===== src/rtl/spi_tx_arbiter.sv =====
`default_nettype none
// ============================================================================
// Module      : spi_tx_arbiter
// Description : Round-robin, packet-granular arbiter that shares one
//               byte-wide SPI transmit channel between the FIB (interest
//               packets) and the PIT (data packets). Each packet is framed
//               as a one-cycle TX_valid start pulse followed by its bytes.
//               Optional macro ARB_STATS_EN adds per-owner packet counters.
// Revision    : 1.0 - initial release
// ============================================================================
module spi_tx_arbiter #(
  parameter int FIB_PKT_BYTES = 9,
  parameter int PIT_PKT_BYTES = 41,
  parameter int CNT_W         = 6
) (
  input  logic        clk,
  input  logic        rst,
  input  logic        fib_req,
  input  logic [7:0]  fib_data,
  output logic        fib_byte_ack,
  input  logic        pit_req,
  input  logic [7:0]  pit_data,
  output logic        pit_byte_ack,
  input  logic        spi_tx_ready,
  output logic        TX_valid,
  output logic        TX_byte_valid,
  output logic [7:0]  data_to_SPI,
  output logic [1:0]  grant,
`ifdef ARB_STATS_EN
  output logic [15:0] fib_pkt_cnt,
  output logic [15:0] pit_pkt_cnt,
`endif
  output logic        pkt_done
);

  localparam logic [1:0] c_IDLE = 2'd0;
  localparam logic [1:0] c_SOP  = 2'd1;
  localparam logic [1:0] c_SEND = 2'd2;
  localparam logic [1:0] c_DONE = 2'd3;

  localparam logic c_OWN_FIB = 1'b0;
  localparam logic c_OWN_PIT = 1'b1;

  // Counter value of the final byte of each packet type
  localparam logic [CNT_W-1:0] c_FIB_LAST = CNT_W'(FIB_PKT_BYTES - 1);
  localparam logic [CNT_W-1:0] c_PIT_LAST = CNT_W'(PIT_PKT_BYTES - 1);

  // Packet lengths must be non-zero and reachable by the byte counter
  generate
    if ((FIB_PKT_BYTES < 1) || (PIT_PKT_BYTES < 1) ||
        (FIB_PKT_BYTES > (1 << CNT_W)) || (PIT_PKT_BYTES > (1 << CNT_W))) begin : g_len_check
      $error("spi_tx_arbiter: packet length out of range for CNT_W");
    end
  endgenerate

  logic [1:0]       r_state;
  logic             r_owner;
  logic             r_rr;
  logic [CNT_W-1:0] r_cnt;
  logic [CNT_W-1:0] r_last;
  logic             w_pick_pit;
  logic             w_ack;

  // Owner selection: on a tie the requester that did not go last wins
  always_comb begin
    if (fib_req && pit_req) begin
      w_pick_pit = (r_rr == c_OWN_FIB);
    end else begin
      w_pick_pit = pit_req;
    end
  end

  assign w_ack        = (r_state == c_SEND) && spi_tx_ready;
  assign fib_byte_ack = w_ack && (r_owner == c_OWN_FIB);
  assign pit_byte_ack = w_ack && (r_owner == c_OWN_PIT);
  assign TX_valid     = (r_state == c_SOP);
  assign pkt_done     = (r_state == c_DONE);
  assign grant        = (r_state == c_IDLE) ? 2'b00 :
                        ((r_owner == c_OWN_PIT) ? 2'b10 : 2'b01);

  // Packet sequencing: arbitration, start pulse, byte counting, hand-back
  always_ff @(posedge clk or negedge rst) begin
    if (!rst) begin
      r_state <= c_IDLE;
      r_owner <= c_OWN_FIB;
      r_rr    <= c_OWN_PIT;
      r_cnt   <= '0;
      r_last  <= '0;
    end else begin
      case (r_state)
        c_IDLE: begin
          if (fib_req || pit_req) begin
            r_owner <= w_pick_pit;
            r_last  <= w_pick_pit ? c_PIT_LAST : c_FIB_LAST;
            r_cnt   <= '0;
            r_state <= c_SOP;
          end
        end
        c_SOP: begin
          r_state <= c_SEND;
        end
        c_SEND: begin
          if (w_ack) begin
            r_cnt <= r_cnt + 1'b1;
            if (r_cnt == r_last) begin
              r_state <= c_DONE;
            end
          end
        end
        c_DONE: begin
          r_rr    <= r_owner;
          r_cnt   <= '0;
          r_state <= c_IDLE;
        end
        default: begin
          r_state <= c_IDLE;
        end
      endcase
    end
  end

  // Byte pipeline: capture the owner's byte on each ack, hold it otherwise
  always_ff @(posedge clk or negedge rst) begin
    if (!rst) begin
      TX_byte_valid <= 1'b0;
      data_to_SPI   <= 8'h00;
    end else if (w_ack) begin
      TX_byte_valid <= 1'b1;
      data_to_SPI   <= (r_owner == c_OWN_PIT) ? pit_data : fib_data;
    end else begin
      TX_byte_valid <= 1'b0;
    end
  end

`ifdef ARB_STATS_EN
  // Saturating completed-packet counters, one per owner
  always_ff @(posedge clk or negedge rst) begin
    if (!rst) begin
      fib_pkt_cnt <= 16'h0000;
      pit_pkt_cnt <= 16'h0000;
    end else if (r_state == c_DONE) begin
      if ((r_owner == c_OWN_FIB) && (fib_pkt_cnt != 16'hFFFF)) begin
        fib_pkt_cnt <= fib_pkt_cnt + 1'b1;
      end
      if ((r_owner == c_OWN_PIT) && (pit_pkt_cnt != 16'hFFFF)) begin
        pit_pkt_cnt <= pit_pkt_cnt + 1'b1;
      end
    end
  end
`else
  // Statistics counters are not built in this configuration
`endif

endmodule
`default_nettype wire


===== config.mk =====
export PLATFORM = sky130hd
export DESIGN_NAME = spi_tx_arbiter
export DESIGN_NICKNAME = d
export VERILOG_FILES = /design/src/rtl/spi_tx_arbiter.sv
export SDC_FILE = /design/constraint.sdc
export NUM_CORES = 1
export LEC_CHECK = 0
export ABC_AREA = 1
export BUFFER_PORTS_ARGS = -buffer_cell sky130_fd_sc_hd__buf_4
export CORE_UTILIZATION = 45
export DETAILED_ROUTE_END_ITERATION = 6
export GPL_TIMING_DRIVEN = 0
export PLACE_DENSITY = 0.72
export SYNTH_ARGS = -nofsm -noshare
export SYNTH_HDL_FRONTEND = slang
export SYNTH_SLANG_ARGS = --single-unit
export TNS_END_PERCENT = 20

===== constraint.sdc =====
create_clock -name clk -period 1.5 [get_ports clk]
set_input_delay 0.225 -clock clk [delete_from_list [all_inputs] [get_ports clk]]
set_output_delay 0.225 -clock clk [all_outputs]
set_load 0.1 [all_outputs]

==> impl_table.tex <==
\begin{tabular}{lr}
\hline
Metric & Value \\
\hline
\multicolumn{2}{l}{\textbf{Status}} \\
Result of the run & finished with violations \\
Violated checks & setup timing \\
\multicolumn{2}{l}{\textbf{Route}} \\
Post-DRT Antenna Nets & 0 \\
Mean routed wirelength per cell & 12.5 microns \\
Met2 wire length & 1.38 mm \\
DRC violation total after the first TritonRoute iteration & 12 \\
Routed WL & 2.71 mm \\
DR DRC count & 0 \\
Mean number of vias per cell & 4.97 \\
Number of vias after detailed routing & 1074 \\
Iteration count of the initial detailed-routing pass & 4 \\
Highest metal used & met4 \\
Total met3 wirelength after detailed routing & 94 microns \\
Routed metal-1 wire length & 1.21 mm \\
\multicolumn{2}{l}{\textbf{Synth}} \\
Yosys reg bits & 20 \\
Synthesized net count & 166 \\
Share of the yosys chip area belonging to registers & 43.6\% \\
Dominant cells by area after synthesis & sky130\_fd\_sc\_hd\_\_dfrtp\_1, sky130\_fd\_sc\_hd\_\_nand2\_1, sky130\_fd\_sc\_hd\_\_ha\_1 \\
Avg Cell Area, Syn & 8.39 sq um \\
Most area-hungry cell type in the Yosys netlist & sky130\_fd\_sc\_hd\_\_dfrtp\_1 \\
Syn Std Cell Area & 1150 sq um \\
Number of standard cells after synthesis & 137 \\
Post-synth cell types & 24 \\
Share of the synthesized area in the top cell type & 41.3\% \\
Yosys Warn Count & 0 \\
\multicolumn{2}{l}{\textbf{Global routing}} \\
Number of global-route vias before repair & 1104 \\
Aggregate global routing overflow & 0 \\
Number of antenna violations at the first check in global routing & 0 \\
Pin count of the biggest net entering global routing & 21 \\
Overall Global Routing Usage & 22.4\% \\
Wire length of the first global-routing pass & 4.54 mm \\
\multicolumn{2}{l}{\textbf{Clocking}} \\
CTS sink count & 20 \\
Clock tree from TritonCTS & yes \\
Maximum clock insertion buffer count & 2 \\
\# H-tree levels & 1 \\
CTS root buf & sky130\_fd\_sc\_hd\_\_clkbuf\_4 \\
TritonCTS buffer count & 3 \\
Clock-pin slew of the registers on the worst-case setup and hold paths & 0.11 ns \\
Clock latency reported for the late side of the worst-skew pair & 0.29 ns \\
\multicolumn{2}{l}{\textbf{Placed design}} \\
Setup slack after placement & -0.225 ns \\
Placed insts & 200 \\
Port-buffer cells & 35 \\
Estimated wirelength of the detail-placed design & 1.88 mm \\
Routability-driven placement congestion ratio & 0.856 \\
\multicolumn{2}{l}{\textbf{Cells and area}} \\
Share of layout cells above drive strength 1 & 43.1\% \\
Non-filler instance count after layout & 216 \\
Multi-input combinational cell area & 629 sq um \\
Area overhead of the layout relative to synthesis & 49.5\% \\
NumNets Final & 218 \\
Commonest cells after routing, fill and taps aside & sky130\_fd\_sc\_hd\_\_nand2\_1, sky130\_fd\_sc\_hd\_\_buf\_4, sky130\_fd\_sc\_hd\_\_dfrtp\_1, sky130\_fd\_sc\_hd\_\_nand3\_1, sky130\_fd\_sc\_hd\_\_inv\_1 \\
Combined flip-flop and latch cell area & 503 sq um \\
Fill count & 159 \\
Number of antenna diodes & 0 \\
Leading cell type in the layout, fill and taps excluded & sky130\_fd\_sc\_hd\_\_nand2\_1 \\
\multicolumn{2}{l}{\textbf{Worst setup path}} \\
Category of the worst setup path capture point & output port \\
Worst-path maximum fanout & 3 \\
Largest stage delay on the critical path & 0.42 ns \\
Arrival time of data at the critical path endpoint & 1.39 ns \\
Cell at the slowest stage of the critical path & sky130\_fd\_sc\_hd\_\_dfrtp\_1 \\
Launching element type of the critical path & register \\
Critical Setup Path Class & reg -> out \\
Ordered cell list for the critical path & inv\_2 > ha\_4 > nand2\_8 > inv\_6 > nand2\_4 > clkinv\_4 > buf\_12 \\
Required time of the critical path & 1.27 ns \\
\multicolumn{2}{l}{\textbf{Floorplanning}} \\
Std-Cell Core Area & 2320 sq um \\
Row count & 17 \\
Die area & 2760 sq um \\
Initial standard-cell utilization of the core & 49.6\% \\
Die H & 52.6 microns \\
Horizontal extent of the die & 52.6 microns \\
Top-Level Pins & 36 \\
\multicolumn{2}{l}{\textbf{Timing}} \\
Final-report max-slew violation count & 0 \\
Clock tree skew after final layout & 0.00222 ns \\
RSZ-0062 raised after global routing & true \\
Remaining max-slew budget at the tightest pin & 79.8\% \\
Min Clock Period, post-route & 1.61 ns \\
Worst-case setup margin in the final layout & -0.112 ns \\
Actual slew at the worst max-slew pin & 0.302 ns \\
Final clock period utilization by the worst path & 107\% \\
Number of hold violations in the final report & 0 \\
Highest Clock Rate & 620 MHz \\
Setup Viol. Count Final & 6 \\
\multicolumn{2}{l}{\textbf{Flow run}} \\
MaxCap Viol Count & 0 \\
\multicolumn{2}{l}{\textbf{Min path}} \\
Min-delay worst type & in -> reg \\
\hline
\end{tabular}
area by class of cell:
class / instances / area share [%]
multi-input cells: 99 / 36.6
flip-flops and latches: 20 / 29.3
repair buffers: 48 / 25.1
inverters: 17 / 4.88
clock buffers: 4 / 2.11
well taps: 28 / 2.04
worst max-delay path, delay by kind of cell, from the launching register on:
kind / cells / cell delay (ns)
flip-flops: 1 / 0.42
buffers and inverters: 4 / 0.38
adder cells (fa/ha/maj): 1 / 0.17
AND/OR/NAND/NOR: 2 / 0.11
cells in the mapped netlist:
cell type,count
sky130_fd_sc_hd__a21boi_4,1
sky130_fd_sc_hd__a21oi_1,1
sky130_fd_sc_hd__buf_6,1
sky130_fd_sc_hd__clkinv_2,2
sky130_fd_sc_hd__dfrtp_1,19
sky130_fd_sc_hd__dfstp_2,1
sky130_fd_sc_hd__ha_1,8
sky130_fd_sc_hd__inv_1,11
sky130_fd_sc_hd__inv_2,2
sky130_fd_sc_hd__inv_4,2
sky130_fd_sc_hd__nand2_1,41
sky130_fd_sc_hd__nand2_2,7
sky130_fd_sc_hd__nand2_4,1
sky130_fd_sc_hd__nand3_1,18
sky130_fd_sc_hd__nand3_2,2
sky130_fd_sc_hd__nand3_4,1
sky130_fd_sc_hd__nand4_1,1
sky130_fd_sc_hd__nor2_1,5
sky130_fd_sc_hd__nor2_2,1
sky130_fd_sc_hd__o21ai_0,1
sky130_fd_sc_hd__o21ai_1,6
sky130_fd_sc_hd__or2_2,2
sky130_fd_sc_hd__xnor2_1,1
sky130_fd_sc_hd__xor2_1,2
kinds of logic (layout without fill, tap and decap cells):
family                     count (synthesis)  after routing  synth area share (%)
and+or+nand+nor                           79             79                  33.1
DFF                                       20             20                  43.6
buffers and inverters                     18             69                  7.18
AOI/OAI and AO/OA                          9              9                  5.11
adders and majority gates                  8              8                  8.71
xor gates and xnor gates                   3              3                  2.29
routing by layer:
metal / vias up / global-route usage, %
met1: 512 / 27.1
met3: 4 / 4.93
li1: 535 / -
met5: - / 0
met2: 23 / 40.1
met4: 0 / 5.26
flip-flops by register name, indices dropped and copies added, names as in the netlist:
signal / cells
data_to_SPI: 8
r_cnt: 6
r_state: 2
TX_byte_valid: 1
r_rr: 1
r_last: 2
worst paths after layout:
check,endpoint,slack [ns],startpoint,cells past startpoint
worst max-delay path,pit_byte_ack,-0.11,r_state[0]$_DFFE_PN0P_,7
worst min-delay path,data_to_SPI[7]$_DFFE_PN0N_,0.13,pit_data[7],3
worst max register to register,r_state[0]$_DFFE_PN0P_,0.05,r_state[0]$_DFFE_PN0P_,8
worst min register to register,data_to_SPI[7]$_DFFE_PN0N_,0.51,data_to_SPI[7]$_DFFE_PN0N_,2
max in group asynchronous,r_rr$_DFFE_PN1P_,0.90,rst,2
min in group asynchronous,r_cnt[2]$_DFFE_PN0P_,0.33,rst,2
timing repair:
item / CTS / global route
setup endpoints to repair: 18 / 12
hold endpoints to repair: 19 / 0
hold buffers: 1 / 0
pin swaps: 2 / 2
buffers inserted: 9 / 3
gates resized for setup: 25 / 6
metrics by stage:
| step | hold slack (ns) | setup TNS [ns] | utilization, % | cell area (sq um) |
|---|---|---|---|---|
| 2_1_floorplan | -0.0706 | -0.254 | - | 1170 |
| 3_3_place_gp | 0.118 | -0.390 | 63.4 | 1470 |
| 3_5_place_dp | 0.119 | -0.436 | 63.4 | 1470 |
| 4_1_cts | 0.124 | -0.734 | 73.1 | 1700 |
| 5_1_grt | 0.114 | -0.781 | 74.2 | 1720 |
| 6_report | 0.130 | -0.437 | 74.2 | 1720 |
Power is not shown: default switching activity piles up to over one toggle a cycle in this logic, so the estimate is an artifact.
